===== src/rtl/qspi_pkg.sv =====
// qspi_pkg: flash read command, address width and FSM state encoding shared by the fetch arbiter.
package qspi_pkg;
   localparam logic [7:0] CMD_FAST_READ_QUAD = 8'h6B;
   localparam int         ADDR_BITS          = 24;
   localparam logic [2:0] IDLE  = 3'd0;
   localparam logic [2:0] CMD   = 3'd1;
   localparam logic [2:0] ADDR  = 3'd2;
   localparam logic [2:0] DUMMY = 3'd3;
   localparam logic [2:0] READ  = 3'd4;
   localparam logic [2:0] GAP   = 3'd5;
endpackage


===== src/rtl/qspi_shift_unit.sv =====
// qspi_shift_unit: serialises command and address on IO0, assembles returned nibbles into bytes.
module qspi_shift_unit
   import qspi_pkg::*;
#(
   parameter int PH_W = 8
) (
   input  logic                 px_clk,
   input  logic                 reset,
   input  logic                 load,
   input  logic                 shift,
   input  logic                 rd_en,
   input  logic [ADDR_BITS-1:0] addr,
   input  logic [3:0]           io_in,
   output logic                 bit_out,
   output logic [7:0]           byte_data,
   output logic                 byte_strobe,
   output logic [PH_W-1:0]      phase
);
   logic [ADDR_BITS+7:0] sreg;
   logic [3:0]           io_q, hi;
   assign bit_out = sreg[ADDR_BITS+7];
   // phase 0 only fills io_q; odd phases take the high nibble, even phases complete a byte
   assign byte_strobe = rd_en && !phase[0] && |phase;
   always_ff @(posedge px_clk)
      if (reset) begin
         sreg      <= '0;
         io_q      <= '0;
         hi        <= '0;
         phase     <= '0;
         byte_data <= '0;
      end else begin
         sreg  <= load ? {CMD_FAST_READ_QUAD, addr} : shift ? sreg << 1 : sreg;
         io_q  <= io_in;
         phase <= rd_en ? phase + PH_W'(1) : '0;
         if (rd_en && phase[0]) hi <= io_q;
         if (byte_strobe) byte_data <= {hi, io_q};
      end
endmodule


===== src/rtl/qspi_fetch_arbiter.sv =====
// qspi_fetch_arbiter: shares one quad-SPI flash between video (req 0) and audio (req 1) fetchers.
// Define QSPI_RR_ARB_EN for round-robin arbitration; default is fixed priority req[0] > req[1].
module qspi_fetch_arbiter
   import qspi_pkg::*;
#(
   parameter int LEN_W       = 7,
   parameter int DUMMY_CYC   = 8,
   parameter int CS_HIGH_CYC = 2
) (
   input  logic                 px_clk,
   input  logic                 reset,
   input  logic [1:0]           req,
   input  logic [ADDR_BITS-1:0] req0_addr,
   input  logic [LEN_W-1:0]     req0_len,
   input  logic [ADDR_BITS-1:0] req1_addr,
   input  logic [LEN_W-1:0]     req1_len,
   output logic [1:0]           gnt,
   output logic [7:0]           rd_data,
   output logic [1:0]           rd_valid,
   output logic [1:0]           done,
   output logic                 busy,
   output logic                 spi_cs_n,
   output logic                 spi_clk_en,
   output logic [3:0]           spi_io_out,
   output logic [3:0]           spi_io_oe,
   input  logic [3:0]           spi_io_in
);
   localparam logic [7:0] CMD_LAST   = 8'd7;
   localparam logic [7:0] ADDR_LAST  = 8'(ADDR_BITS - 1);
   localparam logic [7:0] DUMMY_LAST = 8'(DUMMY_CYC - 1);
   localparam logic [7:0] GAP_LAST   = 8'(CS_HIGH_CYC - 1);
   logic [2:0]           state;
   logic [7:0]           cnt;
   logic [LEN_W-1:0]     len_q, win_len;
   logic [ADDR_BITS-1:0] win_addr;
   logic [LEN_W:0]       phase;
   logic                 win, nz, zlen, load, shift, bit_out, byte_strobe, rd_last;
`ifdef QSPI_RR_ARB_EN
   logic last;
   // the requester granted most recently loses a tie
   assign win = &req ? ~last : req[1];
`else
   assign win = ~req[0];
`endif
   assign win_addr   = win ? req1_addr : req0_addr;
   assign win_len    = win ? req1_len : req0_len;
   assign nz         = |win_len;
   assign load       = state == IDLE && |req && nz;
   assign shift      = state == CMD || state == ADDR;
   assign rd_last    = byte_strobe && phase == {len_q, 1'b0};
   assign spi_io_out = {3'b000, bit_out};
   qspi_shift_unit #(.PH_W(LEN_W + 1)) u_shift (
      .px_clk      (px_clk),
      .reset       (reset),
      .load        (load),
      .shift       (shift),
      .rd_en       (state == READ),
      .addr        (win_addr),
      .io_in       (spi_io_in),
      .bit_out     (bit_out),
      .byte_data   (rd_data),
      .byte_strobe (byte_strobe),
      .phase       (phase)
   );
   always_ff @(posedge px_clk)
      if (reset) begin
         state      <= IDLE;
         cnt        <= '0;
         len_q      <= '0;
         zlen       <= 1'b0;
         gnt        <= '0;
         busy       <= 1'b0;
         spi_cs_n   <= 1'b1;
         spi_clk_en <= 1'b0;
         spi_io_oe  <= '0;
         rd_valid   <= '0;
         done       <= '0;
`ifdef QSPI_RR_ARB_EN
         last       <= 1'b1;
`endif
      end else begin
         rd_valid <= byte_strobe ? gnt : 2'b00;
         done     <= rd_last ? gnt : 2'b00;
         cnt      <= cnt + 8'd1;
`ifdef QSPI_RR_ARB_EN
         if (state == IDLE && |req) last <= win;
`endif
         case (state)
            IDLE: if (|req) begin
               gnt        <= win ? 2'b10 : 2'b01;
               busy       <= 1'b1;
               len_q      <= win_len;
               cnt        <= '0;
               zlen       <= !nz;
               spi_cs_n   <= !nz;
               spi_clk_en <= nz;
               spi_io_oe  <= {3'b000, nz};
               state      <= nz ? CMD : GAP;
            end
            CMD: if (cnt == CMD_LAST) begin
               cnt   <= '0;
               state <= ADDR;
            end
            ADDR: if (cnt == ADDR_LAST) begin
               cnt       <= '0;
               spi_io_oe <= '0;
               state     <= DUMMY;
            end
            DUMMY: if (cnt == DUMMY_LAST) state <= READ;
            READ: if (rd_last) begin
               cnt   <= '0;
               state <= GAP;
            end
            GAP: begin
               // a zero-length burst reports done here, one cycle after its grant
               done       <= zlen ? gnt : 2'b00;
               zlen       <= 1'b0;
               gnt        <= '0;
               spi_cs_n   <= 1'b1;
               spi_clk_en <= 1'b0;
               if (cnt == GAP_LAST) begin
                  busy  <= 1'b0;
                  state <= IDLE;
               end
            end
            default: state <= IDLE;
         endcase
      end
endmodule


===== config.mk =====
export PLATFORM = sky130hd
export DESIGN_NAME = qspi_fetch_arbiter
export DESIGN_NICKNAME = d
export VERILOG_FILES = /design/src/rtl/qspi_pkg.sv /design/src/rtl/qspi_shift_unit.sv /design/src/rtl/qspi_fetch_arbiter.sv
export SDC_FILE = /design/constraint.sdc
export NUM_CORES = 1
export LEC_CHECK = 0
export ABC_AREA = 0
export CORE_MARGIN = 1
export CORE_UTILIZATION = 50
export DETAILED_ROUTE_END_ITERATION = 8
export PLACE_DENSITY = 0.87
export SYNTH_ARGS = -nofsm -noshare
export SYNTH_HDL_FRONTEND = slang
export SYNTH_SLANG_ARGS = --single-unit

===== constraint.sdc =====
create_clock -name px_clk -period 2.6 [get_ports px_clk]
set_input_delay 0.26 -clock px_clk [delete_from_list [all_inputs] [get_ports px_clk]]
set_output_delay 0.26 -clock px_clk [all_outputs]
set_load 0.05 [all_outputs]

==> impl_metrics.ini <==
[synth]
synthFlopType = dfxtp_1
async_flop_share = 0
yosysMostFrequentCell = dfxtp_1
syn_area_per_cell_um2 = 9.39
ys_ff_latch = 85
synthesis.area_um2 = 3940
synth_top_area_share = 0.431
synth_cell_type_count = 47
seq_area_frac_synth = 0.431
yosysTopAreaCell = dfxtp_1
synth_edf_count = 0
syn_inst = 420
netlist_top_cells_area = dfxtp_1 43%, mux2i_1 13%, a211oi_1 10%
yosysWarnings = 0
ys_top_cells_by_count = 85 x dfxtp_1, 54 x a211oi_1, 50 x mux2i_1

[placed_design]
dp_worst_setup_slack_ns = 0.524
routabilityCongestion = 0.803
placement.io_buffers = 88
hpwlAfterDp_um = 6550

[clocking]
cts.reportedPaths.clkPinSlew_ns = 0.08
hold_buffers = 0
h-tree-depth = 3
cts_inserted_buffers = 9
clock_latency_ns = 0.35
cts_tree = done
cts-resized-gates = 0
numClockSinks = 85
post_cts_buffers = 0
cts-root-buf = clkbuf_8
clock_path_buffers = 2

[layout]
antenna_cells = 0
fill_cells = 596
nets = 569
syn_to_final_growth_pct = 28.6
layout-drive-gt1-share = 0.0681

[grt]
grt_first_pass_wirelength_um = 15600
grt_pass1_vias = 3332
antenna_found_initial = 0
grt_usage = 0.235
overflow = 0
grt_max_degree = 56

[sta]
skew_ns = 0.00855
relSlewSlack = 0.608
rsz0062_at_grt = no
period_minus_slack_ns = 2.10
finalHoldViolCount = 0
drv_slew = 0
worstMarginPinSlew_ns = 0.582
finalSetupTns_ns = 0
setup_viol = 0
clock.fmax_mhz = 476
fin_ws_ns = 0.501
period_share = 0.807

[critical_path]
critical_path_arrival_ns = 2.33
critical_path_class = register to register
critPathMaxStageDelay_ns = 0.61
critPathMaxFanout = 12
r2r.worst_path.cells = 5
path_cells = or3b_1 > a311oi_2 > buf_4 > mux2i_1 > nor2_1
required_ns = 2.83
worst-path-buf-inv = 1
start_kind = register
worstSetupEndpointType = register
cpLargestDelayFamily = flip-flops
cp_num_cells = 5
worst_path_max_delay_cell = dfxtp_1

[die]
core_um2 = 7690
start_util = 0.513
die_x_um = 90.8
die_h_um = 90.8
num_rows = 32
die_area_um2 = 8250
io_pins = 95

[power_and_ir_drop]
power.share.clock = 0.280
peakVddDrop_mv = 0.352
switchingPower_w = 0.00102
internal_power_w = 0.00234
seq_power_share = 0.460
power_density_nw_per_um2 = 664
switching_share = 0.304
power_frac_comb = 0.260
leakage_nw = 1.89

[routing]
drtPass1Iterations = 4
routed_wl_um = 9310
drc_errors = 0
routedWlPerCell_um = 15.5
avgViaCountPerCell = 5.47
drtIter0Drc = 146
ant_nets = 0
route.vias.total = 3287

[hold_path]
holdPathStages = 2
hold_path.class = input pin to register

[status]
status = complete, no violations

[flow_run]
drv_cap = 0
## worst reg2reg max path, stage by stage (launching register included)
cell and delay (ns):
dfxtp_1 0.61, or3b_1 0.51, a311oi_2 0.34, buf_4 0.26, mux2i_1 0.21, nor2_1 0.06
## cell usage in the layout, fill, tap and decap left out, drive strengths merged, types with 2 or more instances in the layout
cell type       n
a31oi           3
buf             9
clkinv          2
nor4            8
nand2b          2
o21a            2
clkdlybuf4s50  86
mux2i          50
conb            6
nor2           41
or3             3
nand3          14
ha              4
inv             6
clkbuf         11
nor2b          28
nand2          12
o21ai           2
xnor2           3
a21oi          14
nor3            7
xor2           17
a211oi         54
dfxtp          85
and3            7
and2            3
## power groups by stage
stage	combinational, W	sequential [W]	clock, W
2_1_floorplan	0.000584	0.00159	0
3_3_place_gp	0.000840	0.00157	0
3_5_place_dp	0.000866	0.00158	0
4_1_cts	0.000872	0.00155	0.000952
5_1_grt	0.000954	0.00157	0.00101
6_report	0.000875	0.00155	0.000944
## flip-flops by register name, indices dropped and copies added (netlist names)
signal	cells
rd_valid	2
done	2
cnt	8
gnt	2
u_shift.byte_data	8
len_q	7
u_shift.sreg	32
u_shift.phase	8
spi_cs_n	1
state	3
u_shift.hi	4
busy	1
zlen	1
u_shift.io_q	4
spi_clk_en	1
spi_io_oe	1
## path summary, 6_finish.rpt
path                    startpoint                                 to  slack [ns]
max          state[2]$_SDFFE_PP0P_  u_shift.byte_data[1]$_SDFFE_PP0P_        0.50
min                          reset  u_shift.byte_data[7]$_SDFFE_PP0P_        0.32
max reg2reg  state[2]$_SDFFE_PP0P_  u_shift.byte_data[1]$_SDFFE_PP0P_        0.50
min reg2reg      cnt[0]$_SDFF_PP0_                  cnt[0]$_SDFF_PP0_        0.48
## area by class of cell
| type | count | area (um2) | share of cell area |
|---|---|---|---|
| Inverter | 6 | 22.5 | 0.00444 |
| Timing Repair Buffer | 95 | 936 | 0.184 |
| Clock buffer | 11 | 151 | 0.0298 |
| Sequential cell | 85 | 1700 | 0.335 |
| Tap cell | 102 | 128 | 0.0252 |
| Multi-Input combinational cell | 298 | 2090 | 0.411 |
| Clock inverter | 4 | 47.5 | 0.00937 |
## layer usage
layer	share of wire	global-route usage
met5	0	0
met4	0.018	0.0794
met3	0.041	0.0471
met2	0.51	0.422
met1	0.43	0.278
## cells by family after synthesis
group,share of synthesized area
AO/OA/AOI/OAI,0.158
XOR/XNOR,0.0444
adder cells (fa/ha/maj),0.0127
buffers and inverters,0.0489
flip-flops,0.431
multiplexers,0.130
other,0.000951
AND/OR/NAND/NOR,0.174
## per-stage QoR
| step | instance area (um2) | hold WS [ns] | utilization | cells | power, W |
|---|---|---|---|---|---|
| global placement | 4870 | 0.440 | 0.634 | 586 | 0.00241 |
| detailed placement | 4870 | 0.469 | 0.634 | 586 | 0.00244 |
| CTS | 5070 | 0.303 | 0.660 | 601 | 0.00337 |
| floorplan | 3960 | 0.388 | - | 425 | 0.00217 |
| finish | 5070 | 0.318 | 0.660 | 601 | 0.00337 |
| global route | 5070 | 0.316 | 0.660 | 601 | 0.00353 |
(Power assumes the default switching activity.)
